--- config.mk ---
export PLATFORM = sky130hd
export DESIGN_NAME = uart_transmitter
export DESIGN_NICKNAME = d
export VERILOG_FILES = /design/src/rtl/arch_defs_pkg.sv /design/src/rtl/sync_fifo.sv /design/src/rtl/uart_transmitter.sv
export SDC_FILE = /design/constraint.sdc
export NUM_CORES = 1
export LEC_CHECK = 0
export CAP_MARGIN = 20
export CORE_MARGIN = 2
export CORE_UTILIZATION = 40
export CTS_BUF_LIST = sky130_fd_sc_hd__clkbuf_2
export DETAILED_ROUTE_END_ITERATION = 10
export PLACE_DENSITY = 0.58
export REMOVE_ABC_BUFFERS = 1
export SYNTH_ARGS = -nofsm -noshare
export SYNTH_HDL_FRONTEND = slang
export SYNTH_HIERARCHICAL = 1
export SYNTH_SLANG_ARGS = --single-unit
--- constraint.sdc ---
create_clock -name clk -period 6.3 [get_ports clk]
set_input_delay 1.26 -clock clk [delete_from_list [all_inputs] [get_ports clk]]
set_output_delay 1.26 -clock clk [all_outputs]
set_load 0.03 [all_outputs]
--- src/rtl/arch_defs_pkg.sv ---
// Architecture-wide definitions shared by the computer's datapath and I/O peripherals,
// including the UART transmit FSM states and the even-parity helper.
package arch_defs_pkg;

  localparam int DATA_WIDTH     = 8;
  localparam int UART_BAUD_RATE = 115200;

  typedef enum logic [2:0] {
    IDLE   = 3'd0,
    START  = 3'd1,
    DATA   = 3'd2,
    STOP   = 3'd3,
    PARITY = 3'd4
  } uart_state_t;

  // Even parity: the bit that makes the total count of ones (data + parity) even.
  function automatic logic even_parity(input logic [DATA_WIDTH-1:0] d);
    return ^d;
  endfunction

endpackage

--- src/rtl/sync_fifo.sv ---
// Small synchronous FIFO with combinational head read, shared by the UART transmit
// and receive paths. A push into a full FIFO is accepted only when a pop frees a slot.
module sync_fifo
  import arch_defs_pkg::*;
#(
  parameter int DATA_WIDTH = 8,
  parameter int DEPTH      = 4
) (
  input  logic                  clk,
  input  logic                  reset,
  input  logic                  push,
  input  logic                  pop,
  input  logic [DATA_WIDTH-1:0] din,
  output logic [DATA_WIDTH-1:0] dout,
  output logic                  full,
  output logic                  empty
);

  localparam int PTR_W = (DEPTH > 1) ? $clog2(DEPTH) : 1;
  localparam logic [PTR_W:0] FULL_CNT = (PTR_W + 1)'(DEPTH);
  localparam logic [PTR_W:0] ZERO_CNT = {(PTR_W + 1){1'b0}};

  logic [DATA_WIDTH-1:0] mem_r [DEPTH];
  logic [PTR_W-1:0]      wr_ptr_r;
  logic [PTR_W-1:0]      rd_ptr_r;
  logic [PTR_W:0]        count_r;
  logic                  wr_en_s;
  logic                  rd_en_s;

  assign full    = (count_r == FULL_CNT);
  assign empty   = (count_r == ZERO_CNT);
  assign rd_en_s = pop && !empty;
  assign wr_en_s = push && (!full || rd_en_s);
  assign dout    = mem_r[rd_ptr_r];

  // Storage array: no reset needed, contents are only read behind a valid count.
  always_ff @(posedge clk) begin
    if (wr_en_s) begin
      mem_r[wr_ptr_r] <= din;
    end
  end

  // Pointers wrap naturally because DEPTH is a power of two.
  always_ff @(posedge clk or posedge reset) begin
    if (reset) begin
      wr_ptr_r <= {PTR_W{1'b0}};
      rd_ptr_r <= {PTR_W{1'b0}};
      count_r  <= ZERO_CNT;
    end else begin
      if (wr_en_s) begin
        wr_ptr_r <= wr_ptr_r + PTR_W'(1);
      end
      if (rd_en_s) begin
        rd_ptr_r <= rd_ptr_r + PTR_W'(1);
      end
      case ({wr_en_s, rd_en_s})
        2'b10:   count_r <= count_r + (PTR_W + 1)'(1);
        2'b01:   count_r <= count_r - (PTR_W + 1)'(1);
        default: count_r <= count_r;
      endcase
    end
  end

endmodule

--- src/rtl/uart_transmitter.sv ---
// Memory-mapped UART transmitter: CPU writes land in a FIFO, a framing FSM sends 8N1
// LSB first. Defining UART_TX_PARITY_EN adds an even-parity bit (8E1).
module uart_transmitter
  import arch_defs_pkg::*;
#(
  parameter int CLOCK_FREQ = 20_000_000,
  parameter int BAUD_RATE  = UART_BAUD_RATE,
  parameter int FIFO_DEPTH = 4,
  parameter int DATA_WIDTH = arch_defs_pkg::DATA_WIDTH
) (
  input  logic                  clk,
  input  logic                  reset,
  input  logic [DATA_WIDTH-1:0] tx_data_i,
  input  logic                  tx_write_i,
  output logic                  tx_busy_o,
  output logic                  fifo_full_o,
  output logic                  fifo_empty_o,
  output logic                  overflow_o,
  output logic                  uart_tx
);

  localparam int CLKS_PER_BIT = CLOCK_FREQ / BAUD_RATE;
  localparam int CNT_W = (CLKS_PER_BIT > 1) ? $clog2(CLKS_PER_BIT) : 1;
  localparam int IDX_W = (DATA_WIDTH > 1) ? $clog2(DATA_WIDTH) : 1;
  localparam logic [CNT_W-1:0] BAUD_LAST = CNT_W'(CLKS_PER_BIT - 1);
  localparam logic [IDX_W-1:0] IDX_LAST  = IDX_W'(DATA_WIDTH - 1);

  uart_state_t           state_r;
  uart_state_t           state_s;
  logic [CNT_W-1:0]      baud_r;
  logic [CNT_W-1:0]      baud_s;
  logic [IDX_W-1:0]      bit_r;
  logic [IDX_W-1:0]      bit_s;
  logic [DATA_WIDTH-1:0] shift_r;
  logic [DATA_WIDTH-1:0] shift_s;
  logic                  tx_r;
  logic                  tx_s;
  logic                  overflow_r;
  logic                  pop_s;
  logic                  last_s;
  logic [DATA_WIDTH-1:0] fifo_dout_s;
  logic                  fifo_full_s;
  logic                  fifo_empty_s;
`ifdef UART_TX_PARITY_EN
  logic                  parity_r;
  logic                  parity_s;
`endif

  sync_fifo #(
    .DATA_WIDTH (DATA_WIDTH),
    .DEPTH      (FIFO_DEPTH)
  ) u_fifo (
    .clk   (clk),
    .reset (reset),
    .push  (tx_write_i),
    .pop   (pop_s),
    .din   (tx_data_i),
    .dout  (fifo_dout_s),
    .full  (fifo_full_s),
    .empty (fifo_empty_s)
  );

  assign fifo_full_o  = fifo_full_s;
  assign fifo_empty_o = fifo_empty_s;
  assign overflow_o   = overflow_r;
  assign uart_tx      = tx_r;
  assign tx_busy_o    = (state_r != IDLE) || !fifo_empty_s;

  // Framing FSM next state; the line level is computed here and registered one cycle later.
  always_comb begin
    state_s = state_r;
    baud_s  = baud_r;
    bit_s   = bit_r;
    shift_s = shift_r;
    pop_s   = 1'b0;
    tx_s    = 1'b1;
    last_s  = (baud_r == BAUD_LAST);
`ifdef UART_TX_PARITY_EN
    parity_s = parity_r;
`endif
    case (state_r)
      IDLE: begin
        tx_s = 1'b1;
        if (!fifo_empty_s) begin
          pop_s   = 1'b1;
          shift_s = fifo_dout_s;
          baud_s  = {CNT_W{1'b0}};
          bit_s   = {IDX_W{1'b0}};
          state_s = START;
`ifdef UART_TX_PARITY_EN
          parity_s = even_parity(fifo_dout_s);
`endif
        end else begin
          state_s = IDLE;
        end
      end
      START: begin
        tx_s = 1'b0;
        if (last_s) begin
          baud_s  = {CNT_W{1'b0}};
          bit_s   = {IDX_W{1'b0}};
          state_s = DATA;
        end else begin
          baud_s = baud_r + CNT_W'(1);
        end
      end
      DATA: begin
        tx_s = shift_r[0];
        if (last_s) begin
          baud_s  = {CNT_W{1'b0}};
          shift_s = {1'b0, shift_r[DATA_WIDTH-1:1]};
          if (bit_r == IDX_LAST) begin
`ifdef UART_TX_PARITY_EN
            state_s = PARITY;
`else
            state_s = STOP;
`endif
          end else begin
            bit_s = bit_r + IDX_W'(1);
          end
        end else begin
          baud_s = baud_r + CNT_W'(1);
        end
      end
`ifdef UART_TX_PARITY_EN
      PARITY: begin
        tx_s = parity_r;
        if (last_s) begin
          baud_s  = {CNT_W{1'b0}};
          state_s = STOP;
        end else begin
          baud_s = baud_r + CNT_W'(1);
        end
      end
`endif
      STOP: begin
        tx_s = 1'b1;
        if (last_s) begin
          baud_s = {CNT_W{1'b0}};
          // A queued byte starts immediately so consecutive frames have no idle gap.
          if (!fifo_empty_s) begin
            pop_s   = 1'b1;
            shift_s = fifo_dout_s;
            bit_s   = {IDX_W{1'b0}};
            state_s = START;
`ifdef UART_TX_PARITY_EN
            parity_s = even_parity(fifo_dout_s);
`endif
          end else begin
            state_s = IDLE;
          end
        end else begin
          baud_s = baud_r + CNT_W'(1);
        end
      end
      default: begin
        tx_s    = 1'b1;
        state_s = IDLE;
      end
    endcase
  end

  // FSM state, counters, shift register and the registered line output.
  always_ff @(posedge clk or posedge reset) begin
    if (reset) begin
      state_r <= IDLE;
      baud_r  <= {CNT_W{1'b0}};
      bit_r   <= {IDX_W{1'b0}};
      shift_r <= {DATA_WIDTH{1'b0}};
      tx_r    <= 1'b1;
`ifdef UART_TX_PARITY_EN
      parity_r <= 1'b0;
`endif
    end else begin
      state_r <= state_s;
      baud_r  <= baud_s;
      bit_r   <= bit_s;
      shift_r <= shift_s;
      tx_r    <= tx_s;
`ifdef UART_TX_PARITY_EN
      parity_r <= parity_s;
`endif
    end
  end

  // Sticky flag for a write that the full FIFO could not take.
  always_ff @(posedge clk or posedge reset) begin
    if (reset) begin
      overflow_r <= 1'b0;
    end else if (tx_write_i && fifo_full_s && !pop_s) begin
      overflow_r <= 1'b1;
    end else begin
      overflow_r <= overflow_r;
    end
  end

endmodule
Word level (Yosys, flattened, before mapping). Memories as Yosys holds them, arrays and structs flattened. Cells that the tools add are included.

Memories kept: 1. Register bits: 31. Bits in writable memories: 32. Word-level logic and storage cells: 77.

Reduce and logical (&&, ||, !) cells: 21. Equality and inequality tests: 14. Mux-type cells: 26. Add/sub/neg operators: 6.

Memories: u_fifo.mem_r (words 4, bits a word 8, read ports 1, clocked after memory_dff 0, write ports 1, line sync_fifo.sv:23) `logic [DATA_WIDTH-1:0] mem_r [DEPTH];`.

Operators by type and width (number): two-way mux 8 bit (5); two-way mux 3 bit (9); one-hot mux 3 bit (4 select lines) (2); one-hot mux 8 bit (3 select lines) (1); one-hot mux 8 bit (2 select lines) (1); inequality test 2 bit (second input constant) (6); adder 8 x 1 -> 8 bit (second input constant) (1); == test 8 bit (second input constant) (1); adder 3 x 1 -> 3 bit (second input constant) (2); == test 3 x 2 -> 1 bit (second input constant) (2); == test 3 bit (second input constant) (2); logical NOT 3 bit (2); one-hot mux 3 bit (2 select lines) (1); nonzero test 3 bit (2); two-way mux 1 bit (5); AND reduction 5 bit (1); adder 2 x 1 -> 2 bit (second input constant) (2); logical AND 1 bit (4); one-hot mux 1 bit (2 select lines) (2); AND reduction 4 bit (1); nonzero test 2 bit (2); nonzero test 4 bit (1); == test 3 x 1 -> 1 bit (second input constant) (1); logical NOT 1 bit (3); 7 further kinds (8).

Depth between registers and ports, before layout.
Word-level depth: 9. Gate-level depth with buffers: 13. Mapped depth without buffers: 13.

Hierarchy. Netlist, hierarchy kept.

By module, submodules not included: sync_fifo (times used 1, cells an instance 81, seq. area each 1136.1 µm², area an instance 1591.5 µm²); uart_transmitter (times used 1, cells an instance 127, seq. area each 576.8 µm², area an instance 1366.3 µm²).

Worst setup path before layout. No wires, ideal clock.

Kind: reg-to-output. From: register u_fifo.count_r[0]. To: output tx_busy_o. Data arrival time: 1.908 ns. Required time: 5.040 ns. Stages on the path, launching flop included: 3. Setup slack: 3.132 ns. Cells stage by stage: dfrtp_1 -> nor3_1 -> nand2_1.

Longest elaborated chain between the ends: 3.

RTL lines: start, declared (line sync_fifo.sv:26) `logic [PTR_W:0] count_r;`; start signal, assigned (line sync_fifo.sv:57) `2'b10: count_r <= count_r + (PTR_W + 1)'(1);`; start signal, assigned (line sync_fifo.sv:58) `2'b01: count_r <= count_r - (PTR_W + 1)'(1);`; start signal, assigned (line sync_fifo.sv:59) `default: count_r <= count_r;`; logical NOT 3 bit (line sync_fifo.sv:31) `assign empty = (count_r == ZERO_CNT);`; via fifo_empty_o (line uart_transmitter.sv:17) `output logic fifo_empty_o,`; logical NOT 1 bit (line uart_transmitter.sv:67) `assign tx_busy_o = (state_r != IDLE) || !fifo_empty_s;`; logical OR 1 bit (line uart_transmitter.sv:67); end, declared (line uart_transmitter.sv:15) `output logic tx_busy_o,`.

The timed path passes the listed nets, and every way through them passes these cells.

Final worst setup path.
From: register u_fifo.count_r[0]. To: output tx_busy_o.

Longest elaborated chain between the ends: 3.

RTL lines (line): logical NOT 3 bit (sync_fifo.sv:31); logical NOT 1 bit (uart_transmitter.sv:67); logical OR 1 bit (uart_transmitter.sv:67).

Every way passes these cells.

==> out/results.tsv <==
stage	metric	value	unit
timing	fmax	262	MHz
power_and_ir_drop	internal_power	0.628	mW
placement	place_ws	3.02	ns
power_and_ir_drop	p_sw	0.286	mW
cts	cts_setup_buffers	0	
cts	root_buffer	clkbuf_2	
cts	cts-buffers-inserted	9	
power_and_ir_drop	power.share.switching	0.313	
setup_path	path_buf_inv	1	
grt	grt.total_usage	0.131	
timing	whs	0.519	ns
yosys	mappedNetlistArea	0.00296	mm2
flow_run	max-cap-violations	0	
grt	grt_busiest_layer	met2	
grt	met2_usage	0.196	
setup_path	cp.arrival	2.56	ns
drt	vias	1635	
setup_path	cp-end-kind	output pin	
die	fp.coreArea	0.00721	mm2
yosys	synthTopCellsByArea	edfxtp_1, dfrtp_1, ha_1, mux4_2, mux2_4	
die	dieArea	0.00810	mm2
hold_path	hold_path.class	flop to flop	
cells_and_area	multi_input_area	0.00115	mm2
setup_path	slowest_delay	0.68	ns
timing	finalClockSkew	0.0260	ns
yosys	synthCells	208	
yosys	synth_cell_types	46	
setup_path	crit_family	simple AND/OR/NAND/NOR gates	
timing	max_slew.worst_pin.slew	0.908	ns
yosys	synth-edff-count	32	
setup_path	crit_chain	nor3_1 -> nand2_1 -> clkdlybuf4s50_1	
grt	grt_pass1_wl	8170	um
yosys	netlist.area_leader.share	0.325	
placement	placed_area	0.00321	mm2
cells_and_area	syn_to_final_growth	11.9	%
grt	grt_max_degree	24	
timing	finalHoldViolCount	0	
timing	setup_viol	0	
drt	post-route-drc-count	0	
cts	cts-hold-fix-buffers	0	
cells_and_area	mostFrequentLayoutCells	edfxtp_1, dfrtp_1, inv_1	
power_and_ir_drop	power.total	0.914	mW
placement	io_buffers	15	
timing	slew_violations	0	
timing	rsz0062_at_grt	false	
die	fp.dieW	90.0	um
yosys	ys_ff_latch	62	
grt	grt-ovfl-total	0	
grt	antenna_found_initial	0	
cts	clock_latency	0.48	ns
placement	place_hpwl	3330	um
yosys	ys.flop_type	edfxtp_1	
timing	layout_worst_path_cycle_share	0.606	
cells_and_area	drive_above_1_share	0.235	
drt	wl	4790	um
timing	period_needed	3.82	ns
power_and_ir_drop	leakagePower	1.35	nW
cts	cts_max_level	3	
placement	placed_cells	317	
setup_path	critical_path_class	flop to output pin	
timing	fin_ws	2.48	ns
grt	gr-usage-met1	0.176	
drt	drtIter0Drc	51	
cells_and_area	fill_cells	654	
timing	finalSetupTns	0	ns
cts	cts_resized	0	
drt	drtAntennaViolNets	0	
drt	first_pass_iters	5	
cells_and_area	design_area	0.00331	mm2
grt	met3_usage	0.0486	
setup_path	cp-start-kind	flop	
power_and_ir_drop	cellPowerDensity	276	mW/mm2
die	row_count	31	
yosys	synth_top_cell_by_area	edfxtp_1	
setup_path	cp_max_fo	7	
cells_and_area	final_common_cell	edfxtp_1	
power_and_ir_drop	p_comb_frac	0.189	
die	floorplan.io_pins	16	
cts	clk_pin_slew	0.20	ns
yosys	syn_area_per_cell	14.2	um2
die	die_h	90.0	um
power_and_ir_drop	irDropWorstVdd	0.000134	V
setup_path	cpMaxStageDelayCell	clkdlybuf4s50_1	
power_and_ir_drop	power.share.clock	0.243	
yosys	ys_seq_area_frac	0.579	
status	outcome	complete, no violations	
cells_and_area	fin_cells	333	
cts	clk_path_buf_depth	2	
grt	grt_pass1_vias	1657	
cts	cts_tree	yes	
cells_and_area	antenna_cells	0	
yosys	synth_async_sr_flop_share	0.484	
setup_path	crit_required	5.04	ns
cells_and_area	nets	256	
cells_and_area	final_util	0.459	
timing	relSlewSlack	0.394	
yosys	yosys_warnings	6	
placement	place.gp.congestion	0.768	
die	start_util	0.410	
cts	cts_sinks	62	
power_and_ir_drop	p_seq_frac	0.568	
drt	avgRoutedWirePerCell	14.4	um
cells_and_area	seqCellArea	0.00171	mm2
drt	vias_per_cell	4.91	
==> cell usage after synthesis (2+ instances only) <==
cell type  number
mux2i_1         3
xnor2_1         3
mux4_2          8
mux2_4          9
nand3_1         7
xor2_1          3
o211ai_1        2
ha_1           15
mux2_2         11
nand2b_1        3
edfxtp_1       32
nand4_1         3
nor2_1          4
inv_1          19
nor3_1          2
and2_2          4
buf_2           2
a21oi_1         4
o221ai_1        2
o21ai_0         4
dfrtp_1        29
or2_2           2
nand2_1        14
==> area by class of cell <==
cell class	instances	share of cell area
Sequential cell	62	0.518
Multi-Input combinational cell	122	0.347
Timing Repair Buffer	15	0.0454
Tap cell	99	0.0374
Inverter	19	0.0216
Clock inverter	7	0.0174
Clock buffer	9	0.0136
==> power groups by stage <==
stage	Clock (mW)	Combinational (mW)	Sequential, mW
after floorplan	0	0.117	0.527
after global placement	0	0.175	0.526
after detailed placement	0	0.178	0.528
after CTS	0.233	0.178	0.520
after global routing	0.250	0.193	0.526
final	0.222	0.173	0.519
==> layer usage <==
layer / routed length, um / share of wire / vias to the layer above
li1: - / - / 802
met1: 2340 / 0.49 / 809
met2: 2250 / 0.47 / 19
met3: 143 / 0.030 / 5
met4: 51 / 0.011 / 0
met5: 0 / 0 / -
==> path summary, 6_finish.rpt <==
kind	from	to	slack (ns)	cells after the start
hold reg to reg	u_fifo/count_r[2]$_DFFE_PP0P_	u_fifo/count_r[2]$_DFFE_PP0P_	0.52	1
min in group asynchronous	reset	u_fifo/count_r[0]$_DFFE_PP0P_	0.99	2
setup / recovery	u_fifo/count_r[0]$_DFFE_PP0P_	tx_busy_o	2.48	3
hold / removal	u_fifo/count_r[2]$_DFFE_PP0P_	u_fifo/count_r[2]$_DFFE_PP0P_	0.52	1
setup reg to reg	baud_r[0]$_DFFE_PP0P_	u_fifo/count_r[2]$_DFFE_PP0P_	3.54	12
max in group asynchronous	reset	overflow_o$_DFFE_PP0P_	4.46	2
==> cells by family (layout without fill, tap and decap cells) <==
logic type | Yosys count | count (layout) | synth area share
multiplexers | 31 | 31 | 0.159
adder cells (fa/ha/maj) | 16 | 16 | 0.0702
AO/OA/AOI/OAI | 21 | 21 | 0.0520
buffers and inverters | 24 | 50 | 0.0326
AND/OR/NAND/NOR | 48 | 48 | 0.0897
XOR/XNOR | 6 | 6 | 0.0178
flip-flops | 62 | 62 | 0.579
==> sequential cells by signal, indices dropped and copies added, names as in the netlist <==
register	flops
u_fifo/mem_r	32
baud_r	8
overflow_o	1
u_fifo/rd_ptr_r	2
shift_r	8
uart_tx	1
u_fifo/count_r	3
u_fifo/wr_ptr_r	2
bit_r	3
state_r	2
Note: power is estimated with default switching activity, not from simulation.
